### config.mk
export PLATFORM = sky130hd
export DESIGN_NAME = bcd_display_scan
export DESIGN_NICKNAME = d
export VERILOG_FILES = /design/src/rtl/bcd_disp_pkg.sv /design/src/rtl/bcd_to_7seg.sv /design/src/rtl/bcd_display_scan.sv
export SDC_FILE = /design/constraint.sdc
export NUM_CORES = 1
export LEC_CHECK = 0
export ABC_AREA = 1
export CORE_MARGIN = 2
export CORE_UTILIZATION = 30
export CTS_BUF_LIST = sky130_fd_sc_hd__clkbuf_16
export CTS_CLUSTER_SIZE = 20
export DETAILED_ROUTE_END_ITERATION = 16
export PLACE_DENSITY = 0.63
export SLEW_MARGIN = 20
export SYNTH_ARGS = -nofsm -noshare
export SYNTH_HDL_FRONTEND = slang
export SYNTH_SLANG_ARGS = --single-unit
### constraint.sdc
create_clock -name clk -period 1.8 [get_ports clk]
set_clock_uncertainty 0.15 [all_clocks]
set_input_delay 0.36 -clock clk [delete_from_list [all_inputs] [get_ports clk]]
set_output_delay 0.36 -clock clk [all_outputs]
set_load 0.01 [all_outputs]
### src/rtl/bcd_disp_pkg.sv
// bcd_disp_pkg: shared 7-segment encodings (active-low {g,f,e,d,c,b,a}) and
// the digit-index sizing helper for the display scanner.
package bcd_disp_pkg;

    localparam logic [6:0] SEG_BLANK = 7'h7F;
    localparam logic [6:0] SEG_DASH  = 7'b0111111;

    localparam logic [6:0] SEG_DIGIT [0:9] = '{
        7'b1000000, 7'b1111001, 7'b0100100, 7'b0110000, 7'b0011001,
        7'b0010010, 7'b0000010, 7'b1111000, 7'b0000000, 7'b0010000
    };

    function automatic int idx_width(input int n);
        return (n > 1) ? $clog2(n) : 1;
    endfunction

endpackage

### src/rtl/bcd_to_7seg.sv
// bcd_to_7seg: active-low 7-segment decode of one BCD nibble; 10-15 show a dash.
module bcd_to_7seg
    import bcd_disp_pkg::*;
(
    input  logic [3:0] bcd,
    output logic [6:0] seg
);

    assign seg = (bcd < 4'd10) ? SEG_DIGIT[bcd] : SEG_DASH;

endmodule

### src/rtl/bcd_display_scan.sv
// bcd_display_scan: time-multiplexed common-anode 7-segment scanner with set-mode blink.
// Optional LEADING_ZERO_BLANK_EN blanks a zero in the leftmost digit outside set mode.
module bcd_display_scan
    import bcd_disp_pkg::*;
#(
    parameter int                    NUM_DIGITS   = 6,
    parameter int                    REFRESH_DIV  = 50000,
    parameter int                    BLINK_FRAMES = 25,
    parameter logic [NUM_DIGITS-1:0] DP_MASK      = 6'b010100
) (
    input  logic                      clk,
    input  logic                      reset_n,
    input  logic [4*NUM_DIGITS-1:0]   bcd_in,
    input  logic                      set_ena,
    input  logic [NUM_DIGITS-1:0]     blink_mask,
    output logic [6:0]                seg,
    output logic                      dp,
    output logic [NUM_DIGITS-1:0]     an
);

    localparam int IW = idx_width(NUM_DIGITS);
    localparam int PW = $clog2(REFRESH_DIV);
    localparam int FW = $clog2(BLINK_FRAMES + 1);

    logic [PW-1:0]         p_q, p_d;
    logic [IW-1:0]         idx_q, idx_d;
    logic [FW-1:0]         frame_q, frame_d;
    logic                  phase_q, phase_d;
    logic [3:0]            nib_q, nib_d;
    logic [NUM_DIGITS-1:0] an_q, an_d;
    logic [6:0]            seg_q, seg_d;
    logic                  dp_q, dp_d;
    logic [6:0]            seg_dec;
    logic                  wrap_slot, wrap_idx, frame_end, blank, lit;

    bcd_to_7seg u_dec (
        .bcd (nib_q),
        .seg (seg_dec)
    );

    always_comb begin
        wrap_slot = p_q == PW'(REFRESH_DIV - 1);
        wrap_idx  = idx_q == IW'(NUM_DIGITS - 1);
        frame_end = frame_q == FW'(BLINK_FRAMES - 1);
        p_d       = wrap_slot ? '0 : p_q + 1'b1;
        idx_d     = wrap_slot ? (wrap_idx ? '0 : idx_q + 1'b1) : idx_q;
        nib_d     = wrap_slot ? bcd_in[{idx_d, 2'b00} +: 4] : nib_q;
        frame_d   = (wrap_slot && wrap_idx) ? (frame_end ? '0 : frame_q + 1'b1) : frame_q;
        phase_d   = phase_q ^ (wrap_slot && wrap_idx && frame_end);
        blank     = set_ena && !phase_q && blink_mask[idx_q];
`ifdef LEADING_ZERO_BLANK_EN
        blank     = blank || (wrap_idx && nib_q == 4'd0 && !set_ena);
`endif
        // the p = 0 cycle of every slot is dead time between anodes
        lit       = (p_q != '0) && !blank;
        an_d      = lit ? ~(NUM_DIGITS'(1) << idx_q) : '1;
        seg_d     = lit ? seg_dec : SEG_BLANK;
        dp_d      = lit ? ~DP_MASK[idx_q] : 1'b1;
    end

    always_ff @(posedge clk) begin
        if (!reset_n) begin
            p_q     <= '0;
            idx_q   <= '0;
            frame_q <= '0;
            phase_q <= 1'b1;
            nib_q   <= bcd_in[3:0];
            an_q    <= '1;
            seg_q   <= SEG_BLANK;
            dp_q    <= 1'b1;
        end else begin
            p_q     <= p_d;
            idx_q   <= idx_d;
            frame_q <= frame_d;
            phase_q <= phase_d;
            nib_q   <= nib_d;
            an_q    <= an_d;
            seg_q   <= seg_d;
            dp_q    <= dp_d;
        end
    end

    assign an  = an_q;
    assign seg = seg_q;
    assign dp  = dp_q;

endmodule

After elaboration in Yosys (flattened, before gate mapping)
Memories as Yosys holds them, arrays and structs flattened. A register that Yosys moved wholly into a read port is not among the register bits.
Cells that the tools add are included.
Storage, ports and cells
  memories: 2
  word-level logic and storage cells: 51
  bits of input ports: 33
  ROM bits: 120
  output and inout port bits: 14
  register bits: 43
Operators by class
  muxes and demuxes: 12
  bitwise logic cells: 5
  reduce and logical (&&, ||, !) cells: 11
  add/sub/neg operators: 3
  equal/unequal tests: 4
  shifts and indexed selects: 2
  order comparisons: 3
Memories
  (no name shown): depth 16, bits a word 7, rd ports 1, clocked after Yosys merged registers in 0, write ports 0, RTL line bcd_to_7seg.sv:9  | assign seg = (bcd < 4'd10) ? SEG_DIGIT[bcd] : SEG_DASH;
  (no name shown): depth 8, bits a word 1, rd ports 1, clocked after Yosys merged registers in 1, write ports 0, RTL line bcd_display_scan.sv:58  | dp_d = lit ? ~DP_MASK[idx_q] : 1'b1;
Operators by type and width (number)
  $shiftx A24 B6 Y4: 1
  $mux W7: 3
  $add A16 B1 Y16 const B: 1
  $eq A16 B16 Y1 const B: 1
  $reduce_bool A16 Y1: 1
  $mux W3: 3
  $mux W4: 2
  $not A6 Y6: 1
  $shl A1 B3 Y6 const A: 1
  $add A5 B1 Y5 const B: 1
  $eq A5 B5 Y1 const B: 1
  $ge A5 B5 Y1 const B: 1
  $logic_and A1 B1 Y1: 5
  $mux W5: 1
  $not A4 Y5: 1
  $lt A3 B4 Y1 const B: 1
  $lt A4 B4 Y1 const B: 1
  $add A3 B1 Y3 const B: 1
  $bmux W1 S3: 1
  $eq A3 B3 Y1 const B: 1
  $reduce_and A3 Y1: 1
  $logic_not A1 Y1: 2
  $mux W1: 2
  $ne A2 B1 Y1 const B: 1
  other kinds (4): 5

Depth between registers and ports, before layout
Gate-level depths: netlist of the first run.
  word-level depth: 6
  depth in mapped cells: 13
  depth with buffers taken out: 12

Modules after synthesis
Synthesis of the first run repeated with hierarchy kept, for this count alone.
Second synthesis, totals
  cells, all modules: 347
  area, all modules: 2443.6 µm²
Modules (own cells, without submodules)
  bcd_display_scan: times used 1, cells an instance 313, area an instance 2259.7 µm², seq. area each 920.9 µm²
  bcd_to_7seg: times used 1, cells an instance 34, area an instance 183.9 µm², seq. area each 0.0 µm²

Worst setup path after synthesis of the first run
OpenSTA, ideal clock, no wires.
  kind: register to register
  from: register p_q[0]
  to: register nib_q[0], data pin
  period minus slack after synthesis: 1864 ps
  setup time: 257 ps
  cell stages (with the launch flop): 12
  arrival: 1456 ps
  path slack: -64 ps
  path through: dfxtp_1 -> ha_1 -> nand3_4 -> nor2_4 -> nand2_2 -> nand2_4 -> nand2_4 -> buf_6 -> nand2_1 -> nand2_1 -> a21oi_1 -> a21oi_1
Between the ends
  cells in the longest elaborated chain, start to end: 5
RTL lines
  from (decl): RTL line bcd_display_scan.sv:25  | logic [PW-1:0] p_q, p_d;
  from (signal assigned): RTL line bcd_display_scan.sv:72  | p_q <= p_d;
  $eq A16 B16 Y1: RTL line bcd_display_scan.sv:42  | wrap_slot = p_q == PW'(REFRESH_DIV - 1);
  $mux W3: RTL line bcd_display_scan.sv:46  | idx_d = wrap_slot ? (wrap_idx ? '0 : idx_q + 1'b1) : idx_q;
  $shiftx A24 B6 Y4: RTL line bcd_display_scan.sv:47  | nib_d = wrap_slot ? bcd_in[{idx_d, 2'b00} +: 4] : nib_q;
  $mux W4: RTL line bcd_display_scan.sv:47
  $mux W4: RTL line bcd_display_scan.sv:62  | if (!reset_n) begin
  to (signal assigned): RTL line bcd_display_scan.sv:67  | nib_q <= bcd_in[3:0];
  to (signal assigned): RTL line bcd_display_scan.sv:76  | nib_q <= nib_d;
  to (decl): RTL line bcd_display_scan.sv:29  | logic [3:0] nib_q, nib_d;
Every way passes these cells. The select of a mux whose other input is x is not followed.
A chain may end at the register's enable or synchronous reset.

Worst setup path in the final report of the first run
  from: register p_q[1]
  to: register nib_q[1], data pin
Same word-level chain as after synthesis.

==> results of run 1 <==
## power by group
part | internal [mW] | total, mW | switching [mW]
Sequential | 1.02 | 1.04 | 0.0175
Combinational | 0.162 | 0.280 | 0.118
Clock | 0.646 | 1.00 | 0.355
Total | 1.83 | 2.32 | 0.490
## state kept, by name, summed over array words and instances (netlist names), named ones only
signal and flops:
nib_q 4, phase_q 1, idx_q 3, seg 7, an 6, frame_q 5
p_q 16, dp 1
## cells in the mapped netlist, types with 2 or more instances
master | count | area share (%)
nand2_2 | 5 | 1.3
a22oi_1 | 2 | 0.61
ha_1 | 10 | 5.1
nor3_1 | 5 | 1.0
nand3_1 | 44 | 9.0
nand4_1 | 11 | 2.8
edfxtp_1 | 4 | 4.9
xor2_1 | 4 | 1.4
nand2_1 | 78 | 12
o21ai_0 | 7 | 1.4
a21oi_1 | 17 | 3.5
nor2_1 | 34 | 5.2
dfxtp_1 | 40 | 33
nor2_4 | 2 | 0.92
nor3b_1 | 4 | 1.2
buf_2 | 4 | 0.82
nand2_4 | 2 | 0.92
nor4_1 | 3 | 0.77
inv_1 | 53 | 8.1
nor2_2 | 4 | 1.0
o21a_1 | 3 | 0.92
## layout by cell type, fill, tap and decap left out, types with 2 or more instances in the layout
cell type	instances
nor2_2	5
inv_2	3
nor3_1	5
inv_1	52
nand4_1	11
nor3b_2	2
edfxtp_1	4
nand2_2	16
a22oi_1	2
nor2_4	9
nand3_1	42
nor2_1	26
a21oi_2	5
buf_6	3
clkdlybuf4s50_1	46
nor3b_1	2
o21a_1	3
ha_1	9
nand2_4	4
clkbuf_16	7
xor2_1	4
o21ai_0	7
a21oi_1	12
buf_12	3
dfxtp_2	4
nand2_1	64
nand2_8	3
buf_4	48
nand3_4	3
dfxtp_1	36
nor4_1	2
## final cells by class
cell class                      count  area (µm²)  share of cell area, %
Sequential cell                    44         926                   23.7
Timing Repair Buffer              103         970                   24.8
Multi-Input combinational cell    245        1510                   38.7
Clock buffer                        5         125                   3.20
Inverter                           55         206                   5.29
Clock inverter                      3        38.8                  0.993
Tap cell                          102         128                   3.27
## per-stage QoR
step / setup TNS, ps / utilization, % / instance area, µm² / std cells
finish: -214 / 50.0 / 3910 / 557
global route: -1140 / 50.0 / 3910 / 557
CTS: -188 / 47.5 / 3710 / 551
detailed placement: -1240 / 43.5 / 3390 / 538
global placement: -601 / 43.5 / 3390 / 538
floorplan: 0 / - / 2450 / 349
## worst max-delay path by stage
| stage | startpoint | end | slack (ps) | cells past startpoint |
|---|---|---|---|---|
| global route | p_q[1] | nib_q[2] | -160 | 12 |
| detailed placement | p_q[1] | nib_q[3] | -170 | 11 |
| CTS | p_q[0] | nib_q[2] | -60 | 9 |
| floorplan | p_q[1] | nib_q[0] | 3 | 11 |
| finish | p_q[1] | nib_q[1] | -60 | 10 |
| global placement | p_q[1] | nib_q[1] | -110 | 9 |
## per-layer routing
metal | vias up | track usage [%]
met5 | - | 0
met1 | 1143 | 19.0
met2 | 62 | 24.1
met3 | 9 | 2.49
met4 | 0 | 4.35
li1 | 1340 | -
## cells by family (layout without fill, tap and decap cells)
logic type	after synthesis	after routing	synth area share (%)
fa+ha+maj	10	10	5.11
buf+inv	62	166	10.2
simple gates	197	199	38.2
xor+xnor	5	5	1.79
compound gates	31	31	7.05
flops	44	44	37.6
## repair_timing
| action | 4_1_cts | 5_1_grt |
|---|---|---|
| gates cloned | 2 | 3 |
| endpoints found under the setup margin | 18 | 29 |
| hold endpoints to repair | 0 | 0 |
| pin swaps | 8 | 21 |
| gates resized for setup | 25 | 34 |
| setup buffers | 3 | 3 |
==> impl_metrics.json, run 1 <==
{
  "status": "finished with violations",
  "failed_checks": "setup timing",
  "cts_tree": "built",
  "place.gp.congestion": 0.826,
  "dr.pass1.iters": 4,
  "cpPeakStageDelay_ps": 360,
  "power_density_nw_per_um2": 593,
  "routed.top_layer": "met4",
  "drc_errors": 0,
  "cts_htree_levels": 2,
  "dpl_worst_slack_ps": -166,
  "synth_seq_cells": 44,
  "fp.dieH_um": 94.3,
  "ioPinCount": 47,
  "grt_overflow": 0,
  "die_w_um": 94.3,
  "reg2reg_to": "nib_q[1]",
  "clkLatencyLatePin_ps": 290,
  "core-area_um2": 7810,
  "syn_inst": 349,
  "power.leakage_nw": 1.70,
  "r2r.worst_path.cells": 10,
  "r2r_slack_ps": -60,
  "min_period_ps": 1860,
  "critPathTopFamily": "simple AND/OR/NAND/NOR gates",
  "worst_slack_ps": -61.0,
  "arrival_ps": 1750,
  "syn-num-nets": 392,
  "finalHoldWorstSlack_ps": 258,
  "hold_viol_final": 0,
  "clkSinkCount": 44,
  "wl_met1_mm": 2.97,
  "path_cells": "ha_4 -> nand3_4 -> nor2_4 -> buf_6 -> buf_4 -> nand3_1 -> nand2_2 -> nor2_4 -> a21oi_1 -> a21oi_1",
  "worst_setup_path_end_kind": "flop",
  "cts_buffers": 5,
  "hold_end": "dp",
  "drive_gt1_share_pct": 27.0,
  "slowest_stage": "dfxtp_2",
  "first_iter_violations": 98,
  "ir_drop_v": 0.000423,
  "diodes": 0,
  "area_growth_syn_to_layout_pct": 59.6,
  "rsz0062_at_grt": "true",
  "start_kind": "flop",
  "port_buffers": 46,
  "clockBufferDepth": 2,
  "synth_edf_count": 4,
  "clkTransAtPathRegs_ps": 60,
  "yosys_warnings": 0,
  "synth_area_um2": 2450,
  "wl_per_cell_um": 11.5,
  "maxCapViolations": 0,
  "antenna_left": 0,
  "grt_max_degree": 21,
  "avgSynthCellArea_um2": 7.01,
  "ys_types": 34,
  "cts-root-buf": "clkbuf_16",
  "worstHoldPathCells": 1,
  "route.vias.total": 2554,
  "cts_hold_buf": 0,
  "slew_headroom_pct": 77.8,
  "fp.dieArea_um2": 8900,
  "worst_ep_required_time_ps": 1690,
  "grt_pass1_vias": 2421,
  "slew_violations": 0,
  "wl_met2_mm": 3.07,
  "antenna_found_initial": 0,
  "path_class": "flop to flop",
  "tightestPinTransition_ps": 330,
  "async_flop_share_pct": 0,
  "crit_buf_inv": 2,
  "place_hpwl_mm": 4.63,
  "start_util_pct": 31.3,
  "rows": 32,
  "synthFlopType": "dfxtp_1",
  "routed_wirelength_mm": 6.43,
  "hp-class": "flop to flop",
  "setup_violations": 4,
  "grt.total_usage_pct": 14.4,
  "total_power_mw": 2.32,
  "fmax_mhz": 537,
  "fin_crit_sh_pct": 103,
  "worstReg2RegStart": "p_q[1]",
  "nets": 497,
  "grt_pass1_wl_mm": 10.4,
  "n_fill_cell": 730,
  "ys_seq_area_share_pct": 37.6,
  "cp_max_fo": 4,
  "wl_met3_um": 284,
  "via_per_inst": 4.59
}
Power figures use the tool's default switching activity.
==> inputs of run 2 (changes only) <==
- MAX_ROUTING_LAYER: not set -> met4
==> run 2 against run 1 <==
The run still ends with setup timing left; die area is the same; non-clock buffer count is the same; flip-flop and latch count is the same; sequential power is essentially flat; critical path depth grew 1; global-route usage grew 0.42 points; setup slack lost 4.6 ps; total power is essentially flat; via count shrank 0.12%; hold slack lost 1.3 ps; largest power group unchanged; maximum frequency shrank 0.25%; routed wire length grew 0.28%.
==> impl_metrics.json, run 2 (synthesis gave the netlist of run 1 again) <==
{
  "status": "finished with violations",
  "failed_checks": "setup timing",
  "port_buffers": 46,
  "cts_htree_levels": 2,
  "placed_area_um2": 3390,
  "path_class": "flop to flop",
  "routed_wirelength_mm": 6.45,
  "clockBufferDepth": 2,
  "arrival_ps": 1760,
  "fp.dieH_um": 94.3,
  "worst_setup_path_end_kind": "flop",
  "slowest_stage": "dfxtp_2",
  "grt_max_degree": 21,
  "clkLatencyLatePin_ps": 280,
  "fp.dieArea_um2": 8900,
  "path_common_cell": "nand2_8",
  "grt_overflow": 0,
  "dr.pass1.iters": 4,
  "power_density_nw_per_um2": 593,
  "worst_ep_required_time_ps": 1690,
  "place_hpwl_mm": 4.63,
  "rows": 32,
  "ir_drop_v": 0.000424,
  "ioPinCount": 47,
  "tightestPinTransition_ps": 330,
  "slew_headroom_pct": 77.8,
  "cts_buffers": 5,
  "place.gp.congestion": 0.838,
  "largest_reg_flops": 16,
  "grt_pass1_wl_mm": 10.4,
  "min_period_ps": 1870,
  "clkSinkCount": 44,
  "dp_cells": 538,
  "worst_slack_ps": -65.6,
  "clkTransAtPathRegs_ps": 60,
  "drc_errors": 0,
  "cts-root-buf": "clkbuf_16",
  "final_area_um2": 3910,
  "setup_violations": 4,
  "antenna_found_initial": 0,
  "via_per_inst": 4.58,
  "antenna_left": 0,
  "finalHoldWorstSlack_ps": 257,
  "utilization_pct": 50.0,
  "dpl_worst_slack_ps": -166,
  "start_kind": "flop",
  "slew_violations": 0,
  "wl_per_cell_um": 11.6,
  "hold_viol_final": 0,
  "drive_gt1_share_pct": 27.0,
  "area_growth_syn_to_layout_pct": 59.6,
  "route.vias.total": 2551,
  "final_cell_mix": "nand2_1, inv_1, buf_4, clkdlybuf4s50_1, nand3_1",
  "start_util_pct": 31.3,
  "diodes": 0,
  "cpPeakStageDelay_ps": 360,
  "largest-register": "p_q",
  "cts_tree": "built",
  "rsz0062_at_grt": "true",
  "first_iter_violations": 127,
  "fin_cells": 557,
  "core-area_um2": 7810,
  "total_power_mw": 2.32,
  "maxCapViolations": 0,
  "fmax_mhz": 536,
  "final_common_cell": "nand2_1",
  "die_w_um": 94.3,
  "fin_crit_sh_pct": 104,
  "power.leakage_nw": 1.70,
  "path_cells": "ha_4 -> nand3_4 -> nor2_4 -> buf_6 -> nand2_8 -> nand2_8 -> nand2_8 -> nand2_2 -> nand2_1 -> a21oi_2 -> a21oi_2",
  "hp-class": "flop to flop",
  "grt_pass1_vias": 2422,
  "nets": 497,
  "cts_hold_buf": 0,
  "final.setup.tns_ps": -230,
  "cp_max_fo": 7,
  "grt.total_usage_pct": 14.8
}
-- run 2: final cells by class --
type | instances | area, µm²
fill | 730 | 3900
multi-input combinational | 245 | 1510
timing repair buffer | 103 | 970
sequential | 44 | 926
inverter | 55 | 206
tap | 102 | 128
clock buffer | 5 | 125
clock inverter | 3 | 38.8
-- run 2: final timing paths --
check / start / end / slack (ps) / depth (start not counted)
max: p_q[1] / nib_q[3] / -70 / 11
min: flop / dp / 260 / 1
max reg2reg: p_q[1] / nib_q[3] / -70 / 11
min reg2reg: flop / dp / 260 / 1
-- run 2: power by group --
group	switching (mW)	internal (mW)	leakage, nW
clock network	0.355	0.646	0.0850
logic	0.118	0.162	1.25
registers	0.0177	1.02	0.365
total	0.490	1.83	1.70
-- run 2: repair_timing --
action | 4_1_cts | 5_1_grt
setup endpoints to repair | 18 | 29
gates cloned | 2 | 3
endpoints found under the hold margin | 0 | 0
gates resized for setup | 25 | 34
setup buffers | 3 | 3
pin swaps | 8 | 21
-- run 2: per-layer routing --
layer | up-vias | track usage (%) | routed length, µm
met3 | 7 | 2.41 | 239
met1 | 1152 | 19.1 | 3030
met2 | 54 | 24.1 | 3100
met4 | 0 | 4.35 | 76
li1 | 1338 | - | -
met5 | - | - | 0
-- run 2: critical path: cells and delay by family (launching register included) --
family          cells  cell delay (ps)
simple gates        7              620
compound gates      2              200
fa+ha+maj           1              160
flops               1              360
buf+inv             1              140
